**config.mk**
```make
export PLATFORM = sky130hd
export DESIGN_NAME = ad9945_cfg_ctrl_flat
export DESIGN_NICKNAME = d
export VERILOG_FILES = /design/src/rtl/ad9945_cfg_ctrl_if.sv /design/src/rtl/ad9945_cfg_ctrl.sv /design/src/flat_wrapper.sv
export SDC_FILE = /design/constraint.sdc
export NUM_CORES = 1
export LEC_CHECK = 0
export CORE_MARGIN = 2
export CORE_UTILIZATION = 25
export DETAILED_ROUTE_END_ITERATION = 12
export GPL_TIMING_DRIVEN = 0
export HOLD_SLACK_MARGIN = 0.03
export PLACE_DENSITY = 0.38
export SYNTH_ARGS = -nofsm -noshare
export SYNTH_HDL_FRONTEND = slang
export SYNTH_SLANG_ARGS = --single-unit
```
**constraint.sdc**
```tcl
create_clock -name sys_clk -period 3.7 [get_ports sys_clk]
set_input_delay 0.74 -clock sys_clk [delete_from_list [all_inputs] [get_ports sys_clk]]
set_output_delay 0.74 -clock sys_clk [all_outputs]
set_load 0.01 [all_outputs]
```
**src/rtl/ad9945_cfg_ctrl_if.sv**
```systemverilog
//------------------------------------------------------------------------------
// ad9945_cfg_ctrl_if
// Runtime register-write channel into the AD9945 configuration controller.
//   wr_valid : requester has a write pending (hold until accepted)
//   wr_addr  : AD9945 register address (3 bits, all eight codes passed through)
//   wr_data  : 12-bit register data
//   wr_ready : controller can accept; a write transfers when valid & ready
// master modport = requester side, slave modport = controller side.
//------------------------------------------------------------------------------
`timescale 1ns/1ps

interface ad9945_cfg_ctrl_if;
  logic        wr_valid;
  logic [2:0]  wr_addr;
  logic [11:0] wr_data;
  logic        wr_ready;

  modport master (
    output wr_valid,
    output wr_addr,
    output wr_data,
    input  wr_ready
  );

  modport slave (
    input  wr_valid,
    input  wr_addr,
    input  wr_data,
    output wr_ready
  );
endinterface

```
**src/rtl/ad9945_cfg_ctrl.sv**
```systemverilog
//------------------------------------------------------------------------------
// ad9945_cfg_ctrl
// Serial-port configuration controller for the AD9945 AFE (TCD1290D readout).
// After reset it waits INIT_DLY cycles, loads four default registers
// (operation, control, clamp, VGA) over the SL/SCK/SDATA 3-wire port, then
// serves runtime writes, accepting new ones only during line blanking.
//
// Ports
//   sys_clk   : system clock (100 MHz, shared with the CCD driver)
//   sys_rst   : synchronous active-high reset
//   os_tvalid : CCD line active; blocks new write acceptance while high
//   wr        : runtime write channel (slave modport of ad9945_cfg_ctrl_if)
//   SL        : serial load, active low, frames one 16-bit word
//   SCK       : serial clock, idles low, AFE samples on its rising edge
//   SDATA     : serial data, LSB first {data[11:0], 1'b0, addr[2:0]}
//   cfg_done  : default load complete, sticky until reset
//   busy      : a frame or its trailing gap is in progress
//   vga_gain  : shadow of the last data written to address 3
//
// state      | meaning
// -----------+------------------------------------------------------------
// INIT_WAIT  | post-reset settling delay, INIT_DLY cycles
// LOAD       | latch frame word (default table entry or captured request)
// SETUP      | SL low, SDATA = bit 0, SCK low for SCK_HALF cycles
// SHIFT      | 16 SCK periods, SDATA advances after each high phase
// HOLD       | SL still low, SCK low for SCK_HALF cycles; shadow update
// GAP        | SL high for GAP cycles; next default entry or go idle
// IDLE       | wr_ready = cfg_done & ~os_tvalid; wait for a handshake
//------------------------------------------------------------------------------
`timescale 1ns/1ps

module ad9945_cfg_ctrl #(
  parameter int          SCK_HALF = 5,
  parameter int          INIT_DLY = 1000,
  parameter int          GAP      = 4,
  parameter logic [11:0] DEF_OPR  = 12'h000,
  parameter logic [11:0] DEF_CTL  = 12'h000,
  parameter logic [11:0] DEF_CLP  = 12'h080,
  parameter logic [11:0] DEF_VGA  = 12'h100
) (
  input  logic               sys_clk,
  input  logic               sys_rst,
  input  logic               os_tvalid,
  ad9945_cfg_ctrl_if.slave   wr,
  output logic               SL,
  output logic               SCK,
  output logic               SDATA,
  output logic               cfg_done,
  output logic               busy,
  output logic [11:0]        vga_gain
);

  localparam logic [2:0] S_INIT_WAIT = 3'd0;
  localparam logic [2:0] S_LOAD      = 3'd1;
  localparam logic [2:0] S_SETUP     = 3'd2;
  localparam logic [2:0] S_SHIFT     = 3'd3;
  localparam logic [2:0] S_HOLD      = 3'd4;
  localparam logic [2:0] S_GAP       = 3'd5;
  localparam logic [2:0] S_IDLE      = 3'd6;

  localparam int INIT_W  = (INIT_DLY > 1) ? $clog2(INIT_DLY + 1) : 1;
  localparam int TMR_MAX = (SCK_HALF > GAP) ? SCK_HALF : GAP;
  localparam int TMR_W   = $clog2(TMR_MAX + 1);

  localparam logic [INIT_W-1:0] INIT_LAST = INIT_W'(INIT_DLY - 1);
  localparam logic [TMR_W-1:0]  HALF_LD   = TMR_W'(SCK_HALF - 1);
  localparam logic [TMR_W-1:0]  GAP_LD    = TMR_W'(GAP - 1);

  logic [2:0]        state;
  logic [INIT_W-1:0] init_cnt;
  logic [TMR_W-1:0]  tmr;
  logic [3:0]        bit_cnt;
  logic [1:0]        init_idx;
  logic [14:0]       shreg;
  logic [2:0]        frm_addr;
  logic [11:0]       frm_data;
  logic [2:0]        req_addr;
  logic [11:0]       req_data;

  logic [11:0]       def_data;
  logic [2:0]        load_addr;
  logic [11:0]       load_data;
  logic [15:0]       load_word;

  always_comb begin
    def_data = DEF_OPR;
    case (init_idx)
      2'd1:    def_data = DEF_CTL;
      2'd2:    def_data = DEF_CLP;
      2'd3:    def_data = DEF_VGA;
      default: def_data = DEF_OPR;
    endcase
  end

  // cfg_done is only ever set on the way out of the last default frame, so
  // any LOAD seen with it high is serving a captured runtime request.
  always_comb begin
    load_addr = cfg_done ? req_addr : {1'b0, init_idx};
    load_data = cfg_done ? req_data : def_data;
    load_word = {load_data, 1'b0, load_addr};
  end

  assign busy = (state == S_LOAD) || (state == S_SETUP) || (state == S_SHIFT) ||
                (state == S_HOLD) || (state == S_GAP);

  always_ff @(posedge sys_clk) begin
    if (sys_rst) begin
      state       <= S_INIT_WAIT;
      init_cnt    <= '0;
      tmr         <= '0;
      bit_cnt     <= '0;
      init_idx    <= '0;
      shreg       <= '0;
      frm_addr    <= '0;
      frm_data    <= '0;
      req_addr    <= '0;
      req_data    <= '0;
      SL          <= 1'b1;
      SCK         <= 1'b0;
      SDATA       <= 1'b0;
      cfg_done    <= 1'b0;
      vga_gain    <= DEF_VGA;
      wr.wr_ready <= 1'b0;
    end else begin
      wr.wr_ready <= 1'b0;
      case (state)
        S_INIT_WAIT: begin
          if (init_cnt == INIT_LAST) begin
            init_cnt <= '0;
            init_idx <= '0;
            state    <= S_LOAD;
          end else begin
            init_cnt <= init_cnt + 1'b1;
          end
        end

        S_LOAD: begin
          frm_addr <= load_addr;
          frm_data <= load_data;
          shreg    <= load_word[15:1];
          SDATA    <= load_word[0];
          SL       <= 1'b0;
          tmr      <= HALF_LD;
          state    <= S_SETUP;
        end

        S_SETUP: begin
          if (tmr == '0) begin
            tmr     <= HALF_LD;
            bit_cnt <= '0;
            state   <= S_SHIFT;
          end else begin
            tmr <= tmr - 1'b1;
          end
        end

        // SCK itself tells which half of the bit period we are in.
        S_SHIFT: begin
          if (tmr != '0) begin
            tmr <= tmr - 1'b1;
          end else begin
            tmr <= HALF_LD;
            if (!SCK) begin
              SCK <= 1'b1;
            end else begin
              SCK <= 1'b0;
              if (bit_cnt == 4'd15) begin
                state <= S_HOLD;
              end else begin
                bit_cnt <= bit_cnt + 1'b1;
                SDATA   <= shreg[0];
                shreg   <= shreg >> 1;
              end
            end
          end
        end

        S_HOLD: begin
          if (tmr == '0) begin
            SL    <= 1'b1;
            tmr   <= GAP_LD;
            state <= S_GAP;
            if (frm_addr == 3'd3) begin
              vga_gain <= frm_data;
            end
          end else begin
            tmr <= tmr - 1'b1;
          end
        end

        S_GAP: begin
          if (tmr == '0) begin
            if (init_idx != 2'd3) begin
              init_idx <= init_idx + 1'b1;
              state    <= S_LOAD;
            end else begin
              cfg_done <= 1'b1;
              state    <= S_IDLE;
            end
          end else begin
            tmr <= tmr - 1'b1;
          end
        end

        // Acceptance is decided on the registered wr_ready, so an os_tvalid
        // rising in the same cycle as wr_valid cannot retract an offer.
        S_IDLE: begin
          if (wr.wr_valid && wr.wr_ready) begin
            req_addr <= wr.wr_addr;
            req_data <= wr.wr_data;
            state    <= S_LOAD;
          end else begin
            wr.wr_ready <= cfg_done & ~os_tvalid;
          end
        end

        default: state <= S_INIT_WAIT;
      endcase
    end
  end

endmodule
```
**src/flat_wrapper.sv**
```systemverilog
// flat-port wrapper written by rule: the top's interface ports become plain ports
module ad9945_cfg_ctrl_flat 
#(
  parameter int          SCK_HALF = 5,
  parameter int          INIT_DLY = 1000,
  parameter int          GAP      = 4,
  parameter logic [11:0] DEF_OPR  = 12'h000,
  parameter logic [11:0] DEF_CTL  = 12'h000,
  parameter logic [11:0] DEF_CLP  = 12'h080,
  parameter logic [11:0] DEF_VGA  = 12'h100
)
  (sys_clk, sys_rst, os_tvalid, SL, SCK, SDATA, cfg_done, busy, vga_gain, wr_wr_valid, wr_wr_addr, wr_wr_data, wr_wr_ready);
  ad9945_cfg_ctrl_if wr_i ();
  input  logic sys_clk;
  input  logic sys_rst;
  input  logic os_tvalid;
  output logic SL;
  output logic SCK;
  output logic SDATA;
  output logic cfg_done;
  output logic busy;
  output logic [11:0] vga_gain;
  input wire logic [$bits(wr_i.wr_valid)-1:0] wr_wr_valid;
  input wire logic [$bits(wr_i.wr_addr)-1:0] wr_wr_addr;
  input wire logic [$bits(wr_i.wr_data)-1:0] wr_wr_data;
  output wire logic [$bits(wr_i.wr_ready)-1:0] wr_wr_ready;
  assign wr_i.wr_valid = wr_wr_valid;
  assign wr_i.wr_addr = wr_wr_addr;
  assign wr_i.wr_data = wr_wr_data;
  assign wr_wr_ready = wr_i.wr_ready;
  ad9945_cfg_ctrl #(.SCK_HALF(SCK_HALF), .INIT_DLY(INIT_DLY), .GAP(GAP), .DEF_OPR(DEF_OPR), .DEF_CTL(DEF_CTL), .DEF_CLP(DEF_CLP), .DEF_VGA(DEF_VGA)) u_core (.sys_clk(sys_clk), .sys_rst(sys_rst), .os_tvalid(os_tvalid), .wr(wr_i), .SL(SL), .SCK(SCK), .SDATA(SDATA), .cfg_done(cfg_done), .busy(busy), .vga_gain(vga_gain));
endmodule
```
==> impl_metrics.csv <==
group,metric,value,unit
status,run_status,"finished clean",
placed_design,post-dp-hpwl,8180,µm
placed_design,place_worst_setup_slack,1.21,ns
placed_design,place_congestion,0.779,
placed_design,port_buffers,35,
drt,detail_route.iter0.violations,192,
power_and_ir_drop,p_per_area,568,nW/µm²
critical_path,cpPeakStageDelay,0.52,ns
timing,timing.clock.skew,0.00603,ns
clocking,max-clock-path-buffers,2,
die,design.die.area,16300,µm²
timing,grt_setup_unrepaired,"false",
critical_path,timing.critical_path.max_delay_family,"buffers and inverters",
logic_synthesis,post_synth_instance_area,3830,µm²
clocking,clock_latency_on_the_worst_skew_pair,0.35,ns
logic_synthesis,fraction_of_synthesis_flops_using_an_asynchronous_set_or_reset_pin,0,%
drt,postRouteAntennaNets,0,
critical_path,timing.critical_path.to_type,"primary output",
cells_and_area,layout-drive-gt1-share,9.26,%
timing,slew_violations,0,
clocking,htree_levels,3,
clocking,tritoncts,"yes",
logic_synthesis,synth_top_area_share,43.9,%
logic_synthesis,ys_dominant_reg_cell,"dfxtp_1",
power_and_ir_drop,netSwitchingPower,868,µW
timing,final.setup.tns,0,ns
hold_path,hold_path.class,"reg -> reg",
logic_synthesis,postSynthRegisterBits,84,
critical_path,cp_data_arrival_time,1.97,ns
logic_synthesis,synthesis.area_per_instance,8.60,µm²
timing,period_share,73.3,%
drt,totalWireLength,11100,µm
timing,finalHoldWorstSlack,0.459,ns
timing,max_clock_freq,0.369,GHz
cells_and_area,layout.nets,518,
run,max-cap-violations,0,
placed_design,detailed_place.area,4420,µm²
cells_and_area,num_antenna_cells,0,
logic_synthesis,synth_warnings,0,
clocking,cts.sink_count,84,
die,std_cell_core_area,15100,µm²
die,placement_rows,45,
global_routing,grt_first_pass_wirelength,18200,µm
placed_design,placed_cells,669,
cells_and_area,stdcell_area,4730,µm²
timing,tightestPinTransition,0.671,ns
timing,post-route-worst-setup-slack,0.987,ns
power_and_ir_drop,p_clk_share,35.1,%
logic_synthesis,syn-num-nets,472,
critical_path,crit_path_top_delay_cell,"clkdlybuf4s50_1",
timing,min_period,2.71,ns
logic_synthesis,synth_top_family_by_area,"simple AND/OR/NAND/NOR gates",
clocking,clk_transition_reported_paths,0.07,ns
timing,setup_violations,0,
clocking,cell_chosen_for_the_clock_root,"clkbuf_16",
global_routing,grt_max_degree,16,
power_and_ir_drop,worst_ir_drop_vdd,0.000205,V
power_and_ir_drop,comb_power_share,25.0,%
drt,drt-vias-per-instance,4.88,
clocking,cts_setup_buffers,0,
global_routing,antenna_found_initial,0,
global_routing,grt_overflow_total,0,
logic_synthesis,synth_area_leaders,"dfxtp_1 (44%), a21oi_1 (7.2%), nand3_1 (5.4%), nand2_1 (5.2%), mux2i_1 (5.0%)",
drt,detail_route.first_pass.iterations,4,
clocking,post_cts_resize_count,0,
die,die_y,128,µm
global_routing,grt_pass1_vias,3350,
drt,drc,0,
logic_synthesis,synth_area_leader_cell,"dfxtp_1",
logic_synthesis,post_synth_num_cell_types,57,
power_and_ir_drop,seq_pwr_share,39.9,%
clocking,cts_made_buffers,9,
critical_path,path_buf_inv,2,
critical_path,timing.critical_path.from_type,"flip-flop",
logic_synthesis,synth_enable_flop_cells,0,
cells_and_area,finalCoreUtilization,31.3,%
logic_synthesis,yosys.area_share.simple,23.8,%
die,io_pins,37,
die,initial_utilization,25.4,%
logic_synthesis,synth-xor-area-share,2.06,%
die,horizontal_die_dimension,128,µm
clocking,holdBufCountCts,0,
cells_and_area,area.growth.synth_to_final,23.4,%
logic_synthesis,synth_compound_gate_area_share,17.4,%
drt,vias,3342,
critical_path,crit_required,2.96,ns
critical_path,ordered_cell_list_for_the_critical_path,"buf_6 > nor3_4 > a21oi_1 > clkdlybuf4s50_1",
global_routing,global_route.usage.total,14.4,%
logic_synthesis,synth.area.mux_share,5.55,%
critical_path,timing.critical_path.fanout_max,10,
power_and_ir_drop,leakagePower,1.65,nW
logic_synthesis,count_of_mapped_cells_out_of_synthesis,446,
power_and_ir_drop,finalPower,2.68,mW
logic_synthesis,yosysSeqAreaShare,43.9,%
timing,report.final.hold_viol_count,0,
logic_synthesis,synth_fa_ha_area_share,2.28,%
critical_path,worstSetupPathType,"reg -> out",
power_and_ir_drop,internal_power,1.82,mW
power_and_ir_drop,fraction_of_power_spent_switching_nets,32.3,%
drt,drt-wirelength-per-cell,16.2,µm
cells_and_area,non_filler_instances,685,
timing,timing.max_slew.rel_slack,55.3,%
-- worst register-to-register path, stage by stage, from the launching register on --
cell and delay [ns]:
dfxtp_1 0.36, inv_1 0.10, ha_1 0.28, nor2b_1 0.19, a31oi_1 0.51, nor2_1 0.17
buf_6 0.19, a311oi_1 0.22
-- registers in the layout, indices dropped and copies added, names as in the netlist, 2 cells and up --
signal / flops
u_core.init_cnt: 10
u_core.req_data: 12
u_core.frm_addr: 3
u_core.bit_cnt: 4
u_core.req_addr: 3
u_core.vga_gain: 12
u_core.frm_data: 12
u_core.tmr: 3
u_core.init_idx: 2
u_core.shreg: 15
u_core.state: 3
-- placed cells by master (no fill, tap or decap), types with 7 or more instances in the layout --
master            n
buf_2            11
clkbuf_1         16
a311oi_1         11
ha_1              7
clkbuf_16         9
nand2_1          53
mux2i_1          19
nor2_1           37
dfxtp_1          84
clkdlybuf4s50_1  35
o21ai_0          10
xor2_1            7
nand3_1          41
a21oi_1          55
-- routing by layer --
metal | GRT usage, % | vias up | routed length (µm)
li1 | - | 1690 | -
met1 | 19.1 | 1580 | 5240
met2 | 23.2 | 56 | 5220
met3 | 2.25 | 16 | 342
met4 | 6.59 | 0 | 271
met5 | 0 | - | 0
-- layout make-up --
type | count | area, µm²
timing repair buffer | 35 | 350
clock inverter | 6 | 71.3
tap | 188 | 235
buffer | 33 | 168
fill | 1634 | 10400
multi-input combinational | 322 | 1960
clock buffer | 10 | 239
sequential | 84 | 1680
inverter | 7 | 26.3
-- kinds of logic after synthesis --
family | after synthesis
and+or+nand+nor | 179
xor gates and xnor gates | 9
buffers and inverters | 40
muxes | 21
AOI/OAI and AO/OA | 106
DFF | 84
adders and majority gates | 7
-- path summary, 6_finish.rpt --
check	start	endpoint	slack [ns]	cells past startpoint
min	u_core.frm_data[1]$_SDFFE_PP0P_	u_core.frm_data[1]$_SDFFE_PP0P_	0.46	2
max	u_core.state[0]$_SDFFE_PP0P_	busy	0.99	4
max reg2reg	u_core.tmr[0]$_SDFFE_PP0P_	u_core.shreg[8]$_SDFFE_PP0P_	1.58	7
min reg2reg	u_core.frm_data[1]$_SDFFE_PP0P_	u_core.frm_data[1]$_SDFFE_PP0P_	0.46	2
-- power groups by stage --
| stage | sequential [mW] | clock [mW] | combinational (mW) |
|---|---|---|---|
| floorplan | 1.08 | 0 | 0.489 |
| global placement | 1.09 | 0 | 0.681 |
| detailed placement | 1.09 | 0 | 0.678 |
| CTS | 1.07 | 0.978 | 0.680 |
| global route | 1.09 | 1.01 | 0.764 |
| finish | 1.07 | 0.942 | 0.671 |
-- Yosys cell counts, types with 2 or more instances --
cell type  count
and3_1         3
and4bb_2       2
or3_1          5
dfxtp_1       84
nand4_1        6
a2111oi_2      2
nand3_1       41
o211ai_1       4
a21oi_1       55
a221oi_1       2
o31ai_1        4
a211oi_1       2
buf_6          3
o21ai_0       10
mux2i_1       19
xnor2_1        2
and2_1         2
clkbuf_1      16
a311oi_1      11
nand3b_1       4
a21boi_0       2
a31oi_1        4
nor2b_1        3
nand2b_1       6
xor2_1         7
buf_4          2
nor2_1        37
ha_1           7
nand2_1       53
nor3_1         4
inv_1          6
and4_1         2
buf_2         11
mux2_2         2
Power figures use the tool's default switching activity.
